File: config.mk
export PLATFORM = sky130hd
export DESIGN_NAME = tx_width_sequencer_flat
export DESIGN_NICKNAME = d
export VERILOG_FILES = /design/src/rtl/tx_width_sequencer_if.sv /design/src/rtl/tx_width_sequencer.sv /design/src/flat_wrapper.sv
export SDC_FILE = /design/constraint.sdc
export NUM_CORES = 1
export LEC_CHECK = 0
export CORE_ASPECT_RATIO = 1.75
export CORE_MARGIN = 2
export CORE_UTILIZATION = 44
export DETAILED_ROUTE_END_ITERATION = 10
export PLACE_DENSITY = 0.77
export SYNTH_ARGS = -nofsm -noshare
export SYNTH_HDL_FRONTEND = slang
export SYNTH_SLANG_ARGS = --single-unit
File: constraint.sdc
create_clock -name PCLK -period 1.9 [get_ports PCLK]
set_clock_uncertainty 0.1 [all_clocks]
set_input_delay 0.38 -clock PCLK [delete_from_list [all_inputs] [get_ports PCLK]]
set_output_delay 0.38 -clock PCLK [all_outputs]
set_load 0.05 [all_outputs]
File: src/rtl/tx_width_sequencer_if.sv
// MAC-to-encoder bus for tx_width_sequencer: MAC word input, serialized byte
// output and status. The master side drives the MAC word; the slave is the sequencer.
interface tx_width_sequencer_if #(
    parameter int DATA_WIDTH = 32,
    parameter int K_WIDTH    = 4
);
    logic [5:0]            DataBusWidth;
    logic [DATA_WIDTH-1:0] MAC_TX_Data;
    logic [K_WIDTH-1:0]    MAC_TX_DataK;
    logic                  MAC_Data_En;
    logic                  MAC_Data_Rdy;
    logic [7:0]            Enc_Data;
    logic                  Enc_DataK;
    logic                  Enc_Data_En;
    logic                  Width_Err;
    logic [15:0]           Word_Cnt;

    modport master (
        output DataBusWidth, MAC_TX_Data, MAC_TX_DataK, MAC_Data_En,
        input  MAC_Data_Rdy, Enc_Data, Enc_DataK, Enc_Data_En, Width_Err, Word_Cnt
    );

    modport slave (
        input  DataBusWidth, MAC_TX_Data, MAC_TX_DataK, MAC_Data_En,
        output MAC_Data_Rdy, Enc_Data, Enc_DataK, Enc_Data_En, Width_Err, Word_Cnt
    );
endinterface

File: src/rtl/tx_width_sequencer.sv
// Serializes an 8/16/32-bit MAC word (with per-byte K flags) into a byte stream
// for an 8b/10b encoder, one byte per PCLK, back-to-back words without gaps.
module tx_width_sequencer #(
    parameter int DATA_WIDTH = 32,
    parameter int K_WIDTH    = 4
) (
    input  logic PCLK,
    input  logic Reset,
    tx_width_sequencer_if.slave bus
);
    localparam int IDX_W = (K_WIDTH > 1) ? $clog2(K_WIDTH) : 1;

    typedef enum logic {IDLE, SEND} state_t;

    state_t                state, state_nxt;
    logic [IDX_W-1:0]      idx, idx_nxt;
    logic [IDX_W-1:0]      hold_last, last_sel;
    logic [DATA_WIDTH-1:0] hold_data;
    logic [K_WIDTH-1:0]    hold_k;
    logic [15:0]           word_cnt;
    logic                  width_err;
    logic                  legal, rdy, accept, at_last, load;

    // Width decode: last byte index of a word at the current bus width.
    always_comb begin
        legal    = 1'b0;
        last_sel = '0;
        case (bus.DataBusWidth)
            6'd8:  begin legal = 1'b1;          last_sel = '0;          end
            6'd16: begin legal = (K_WIDTH >= 2); last_sel = IDX_W'(1); end
            6'd32: begin legal = (K_WIDTH >= 4); last_sel = IDX_W'(3); end
            default: begin legal = 1'b0;        last_sel = '0;          end
        endcase
    end

    assign at_last = (idx == hold_last);
    assign rdy     = ((state == IDLE) || at_last) && legal && !Reset;
    assign accept  = bus.MAC_Data_En && rdy;

    always_comb begin
        state_nxt = state;
        idx_nxt   = idx;
        load      = 1'b0;
        case (state)
            IDLE: begin
                if (accept) begin
                    load      = 1'b1;
                    idx_nxt   = '0;
                    state_nxt = SEND;
                end
            end
            SEND: begin
                if (!at_last) begin
                    idx_nxt = idx + 1'b1;
                end else if (accept) begin
                    load    = 1'b1;
                    idx_nxt = '0;
                end else begin
                    idx_nxt   = '0;
                    state_nxt = IDLE;
                end
            end
            default: begin
                state_nxt = IDLE;
                idx_nxt   = '0;
            end
        endcase
    end

    always_ff @(posedge PCLK or posedge Reset) begin
        if (Reset) begin
            state     <= IDLE;
            idx       <= '0;
            hold_data <= '0;
            hold_k    <= '0;
            hold_last <= '0;
            word_cnt  <= '0;
            width_err <= 1'b0;
        end else begin
            state <= state_nxt;
            idx   <= idx_nxt;
            if (load) begin
                hold_data <= bus.MAC_TX_Data;
                hold_k    <= bus.MAC_TX_DataK;
                hold_last <= last_sel;
            end
            if ((state == SEND) && at_last) begin
                word_cnt <= word_cnt + 16'd1;
            end
            if (!legal) begin
                width_err <= 1'b1;
            end
        end
    end

    always_comb begin
        bus.Enc_Data    = 8'h00;
        bus.Enc_DataK   = 1'b0;
        bus.Enc_Data_En = 1'b0;
        if (state == SEND) begin
            bus.Enc_Data    = hold_data[{idx, 3'b000} +: 8];
            bus.Enc_DataK   = hold_k[idx];
            bus.Enc_Data_En = 1'b1;
        end
    end

    assign bus.MAC_Data_Rdy = rdy;
    assign bus.Width_Err    = width_err;
    assign bus.Word_Cnt     = word_cnt;
endmodule

File: src/flat_wrapper.sv
// flat-port wrapper written by rule: the top's interface ports become plain ports
module tx_width_sequencer_flat 
#(
    parameter int DATA_WIDTH = 32,
    parameter int K_WIDTH    = 4
)
  (PCLK, Reset, bus_DataBusWidth, bus_MAC_TX_Data, bus_MAC_TX_DataK, bus_MAC_Data_En, bus_MAC_Data_Rdy, bus_Enc_Data, bus_Enc_DataK, bus_Enc_Data_En, bus_Width_Err, bus_Word_Cnt);
  tx_width_sequencer_if #(.DATA_WIDTH(DATA_WIDTH), .K_WIDTH(K_WIDTH)) bus_i ();
  input  logic PCLK;
  input  logic Reset;
  input wire logic [$bits(bus_i.DataBusWidth)-1:0] bus_DataBusWidth;
  input wire logic [$bits(bus_i.MAC_TX_Data)-1:0] bus_MAC_TX_Data;
  input wire logic [$bits(bus_i.MAC_TX_DataK)-1:0] bus_MAC_TX_DataK;
  input wire logic [$bits(bus_i.MAC_Data_En)-1:0] bus_MAC_Data_En;
  output wire logic [$bits(bus_i.MAC_Data_Rdy)-1:0] bus_MAC_Data_Rdy;
  output wire logic [$bits(bus_i.Enc_Data)-1:0] bus_Enc_Data;
  output wire logic [$bits(bus_i.Enc_DataK)-1:0] bus_Enc_DataK;
  output wire logic [$bits(bus_i.Enc_Data_En)-1:0] bus_Enc_Data_En;
  output wire logic [$bits(bus_i.Width_Err)-1:0] bus_Width_Err;
  output wire logic [$bits(bus_i.Word_Cnt)-1:0] bus_Word_Cnt;
  assign bus_i.DataBusWidth = bus_DataBusWidth;
  assign bus_i.MAC_TX_Data = bus_MAC_TX_Data;
  assign bus_i.MAC_TX_DataK = bus_MAC_TX_DataK;
  assign bus_i.MAC_Data_En = bus_MAC_Data_En;
  assign bus_MAC_Data_Rdy = bus_i.MAC_Data_Rdy;
  assign bus_Enc_Data = bus_i.Enc_Data;
  assign bus_Enc_DataK = bus_i.Enc_DataK;
  assign bus_Enc_Data_En = bus_i.Enc_Data_En;
  assign bus_Width_Err = bus_i.Width_Err;
  assign bus_Word_Cnt = bus_i.Word_Cnt;
  tx_width_sequencer #(.DATA_WIDTH(DATA_WIDTH), .K_WIDTH(K_WIDTH)) u_core (.PCLK(PCLK), .Reset(Reset), .bus(bus_i));
endmodule
==> results.cfg <==
[layout]
drive_gt1_share_pct = 47.70
syn2layout_area_growth_pct = 52.22
design_area_um2 = 4154
antenna_cells = 0
nets = 346

[power]
power_frac_seq_pct = 41.3
comb_power_share_pct = 33.2
ir_drop_v = 0.0005237
power_per_cell_area_nw_per_um2 = 924.1
pwr-share-clk_pct = 25.6
power.total_mw = 3.839
p_leak_nw = 1.930
power_switching_mw = 1.144
intPower_mw = 2.695
p_sw_share_pct = 29.80

[timing]
fmax_ghz = 0.4560
setup_viol = 49
maxSlewViolCount = 0
finalCriticalPeriod_ps = 2193
rsz0062_at_grt = yes
relSlewSlack_pct = 74.76
setup_tns_ps = -5858
setup_ws_ps = -293.0
finalHoldViolCount = 0
period_share_pct = 115.4
worstMarginPinSlew_ps = 377.4

[worst_setup_path]
crit_arrival_ps = 1710
slowest_delay_ps = 500
cp_top_family = multiplexers
start_kind = register
crit_required_ps = 1420
cp-end-kind = output port
reg2reg_from = u_core.idx[0]
slowest_stage = mux4_2
timing.critical_path.from = u_core.idx[0]
cp_num_buf_inv = 2
path_cells = buf_6 -> mux4_2 -> and2_4 -> buf_8
critPathMaxFanout = 4
worstSetupPathType = register to output port

[route]
dr.pass1.iters = 4
drt_iter0_markers = 86
wirelength_um = 6168
drcViolationCount = 0
viasPerCell = 5.005
ant_nets = 0
wire_per_inst_um = 16.06
num_vias = 1922

[flow_run]
max-cap-violations = 0

[clock_network]
numCtsBuffers = 9
cts_tree = built
ctsRootBufferMaster = clkbuf_8
htree_levels = 3
ctsHoldBuffers = 0
clk_latency_ps = 330
clkSinkCount = 58
cts_buffer_depth = 2
clk_pin_slew_ps = 70

[grt]
grt_max_degree = 39
grt_pass1_vias = 2110
grt_remaining_overflow = 0
grt_pass1_wl_um = 10110
groute.layer.met3.usage_pct = 4.162
met1_usage_pct = 21.75
grt_use_total_pct = 19.90
antenna_found_initial = 0
grtUsageMet2_pct = 35.41
grt.busiest_layer = met2

[yosys]
synth_cell_types = 35
ys_ff_latch = 58
synthesis.area_um2 = 2729
ys_seq_area_share_pct = 53.19
yosysTopAreaCell = dfrtp_1
synth_nets = 238
netlist.area_leader.share_pct = 53.19
synth_area_leaders = dfrtp_1 (53%), mux2_2 (12%), mux4_2 (7.4%), xnor2_1 (5.1%), mux2_4 (3.9%)
avgSynthCellArea_um2 = 14.21
ys_warn_count = 0
synthCells = 192

[run_status]
outcome = finished with violations
violations = negative setup slack

[die]
start_util_pct = 44.84
coreArea_um2 = 6086
row_count = 38
die_w_um = 63.53
die_h_um = 108.2
io_pins = 73
dieArea_um2 = 6873

[placed_design]
portBuffers = 72
gp_congestion = 0.7770
dp_hpwl_um = 4097
place_area_um2 = 3662

[min_path]
min_from = u_core.bus.Word_Cnt[15]
min_path_type = register to register
## synthesized netlist by cell type
cell       count
nor2b_1        2
dfrtp_1       58
buf_6          2
o21ai_0        1
nor3_4         1
xnor2_1       16
clkbuf_1       2
buf_4          2
o21bai_2       1
xor2_1         2
nand4_4        1
buf_2          1
xor2_2         1
a21o_1         1
and3_1         2
buf_1          1
o21ai_2        1
nand4_1        3
nor2_1         3
a22o_1         1
o2bb2ai_1      1
nand2_1        8
nand3b_1       1
ha_1           1
nor4_1         1
and2_1        12
nor3b_1        1
mux2i_1        3
nand3_1       11
nor4_2         1
mux2_2        30
mux2_4         7
mux4_2         9
and4_1         2
inv_1          2
## final timing paths
path / to / slack (ps) / cells past startpoint
max in group asynchronous: u_core.hold_data[10] / 990 / 4
min in group asynchronous: u_core.hold_data[23] / 470 / 4
min reg2reg: u_core.bus.Word_Cnt[15] / 370 / 1
max: bus_Enc_Data[7] / -290 / 4
max reg2reg: u_core.hold_data[24] / -180 / 8
min: u_core.bus.Word_Cnt[15] / 370 / 1
## layout make-up
| type | count | area (um^2) |
|---|---|---|
| fill | 464 | 1932 |
| sequential | 58 | 1453 |
| multi-input combinational | 124 | 1340 |
| timing repair buffer | 105 | 1080 |
| clock buffer | 12 | 155.1 |
| tap | 80 | 100.1 |
| clock inverter | 3 | 15.01 |
| inverter | 2 | 11.26 |
## metal layers
layer | vias to the layer above | share of wire (%)
met3 | 16 | 3.9
met2 | 55 | 56
met4 | 0 | 3.5
li1 | 897 | -
met1 | 954 | 36
met5 | - | 0
## power groups by stage
| stage | Combinational, mW | Sequential, mW | Clock (mW) |
|---|---|---|---|
| floorplan | 0.622 | 1.67 | 0 |
| global placement | 1.09 | 1.57 | 0 |
| detailed placement | 1.12 | 1.58 | 0 |
| CTS | 1.27 | 1.58 | 1.01 |
| global route | 1.36 | 1.61 | 1.08 |
| finish | 1.27 | 1.58 | 0.982 |
## worst reg2reg max path, cell delays in order (launching register included)
cell	delay, ps
dfrtp_2	440
clkbuf_16	160
xor2_4	160
o21ai_4	190
buf_6	130
nand4_4	180
buf_6	200
buf_6	120
mux2_4	290
## layout by cell type, fill, tap and decap left out, types with 2 or more instances in the layout
cell type         n
dfrtp_1          57
clkdlybuf4s50_1  42
buf_4            37
mux2_2           25
xnor2_1          16
mux2_4           12
clkbuf_8         11
nand3_1          10
and2_4           10
buf_8            10
mux4_2            9
buf_6             9
nand2_1           8
buf_12            4
nand4_1           3
mux2i_1           3
clkinv_2          3
nor2b_1           2
and4_1            2
and2_1            2
nor2_1            2
and3_1            2
dlymetal6s2s_1    2
## through the flow
step | std cells | utilization [%] | setup WS (ps) | hold slack, ps
after global placement | 356 | 60.18 | -320.0 | 356.6
after detailed placement | 356 | 60.18 | -375.5 | 361.9
after global routing | 384 | 68.26 | -344.3 | 392.0
final | 384 | 68.26 | -293.0 | 367.7
after floorplan | 192 | - | -109.8 | 373.2
after CTS | 384 | 68.59 | -327.5 | 377.5
## sequential cells by signal (all words and copies together), names as in the netlist
name and cells:
u_core.state 1, u_core.hold_data 32, u_core.bus.Word_Cnt 16, u_core.hold_last 2, u_core.hold_k 4, u_core.idx 2
u_core.bus.Width_Err 1
## logic make-up (layout without fill, tap and decap cells)
group                      Yosys count  in the layout  share of synthesized area (%)
AOI/OAI and AO/OA                    6              6                          1.834
xor gates and xnor gates            19             19                          6.373
adders and majority gates            1              1                         0.4584
buffers and inverters               10            122                          2.246
DFF                                 58             58                          53.19
muxes                               49             49                          24.76
and+or+nand+nor                     49             49                          11.14
## timing repair
item | 4_1_cts | 5_1_grt
resized for setup | 43 | 20
setup buffers | 8 | 7
gates cloned | 5 | 0
hold endpoints to repair | 0 | 0
setup endpoints to repair | 32 | 50
pin swaps | 3 | 8
Note: power is estimated with default switching activity, not from simulation.
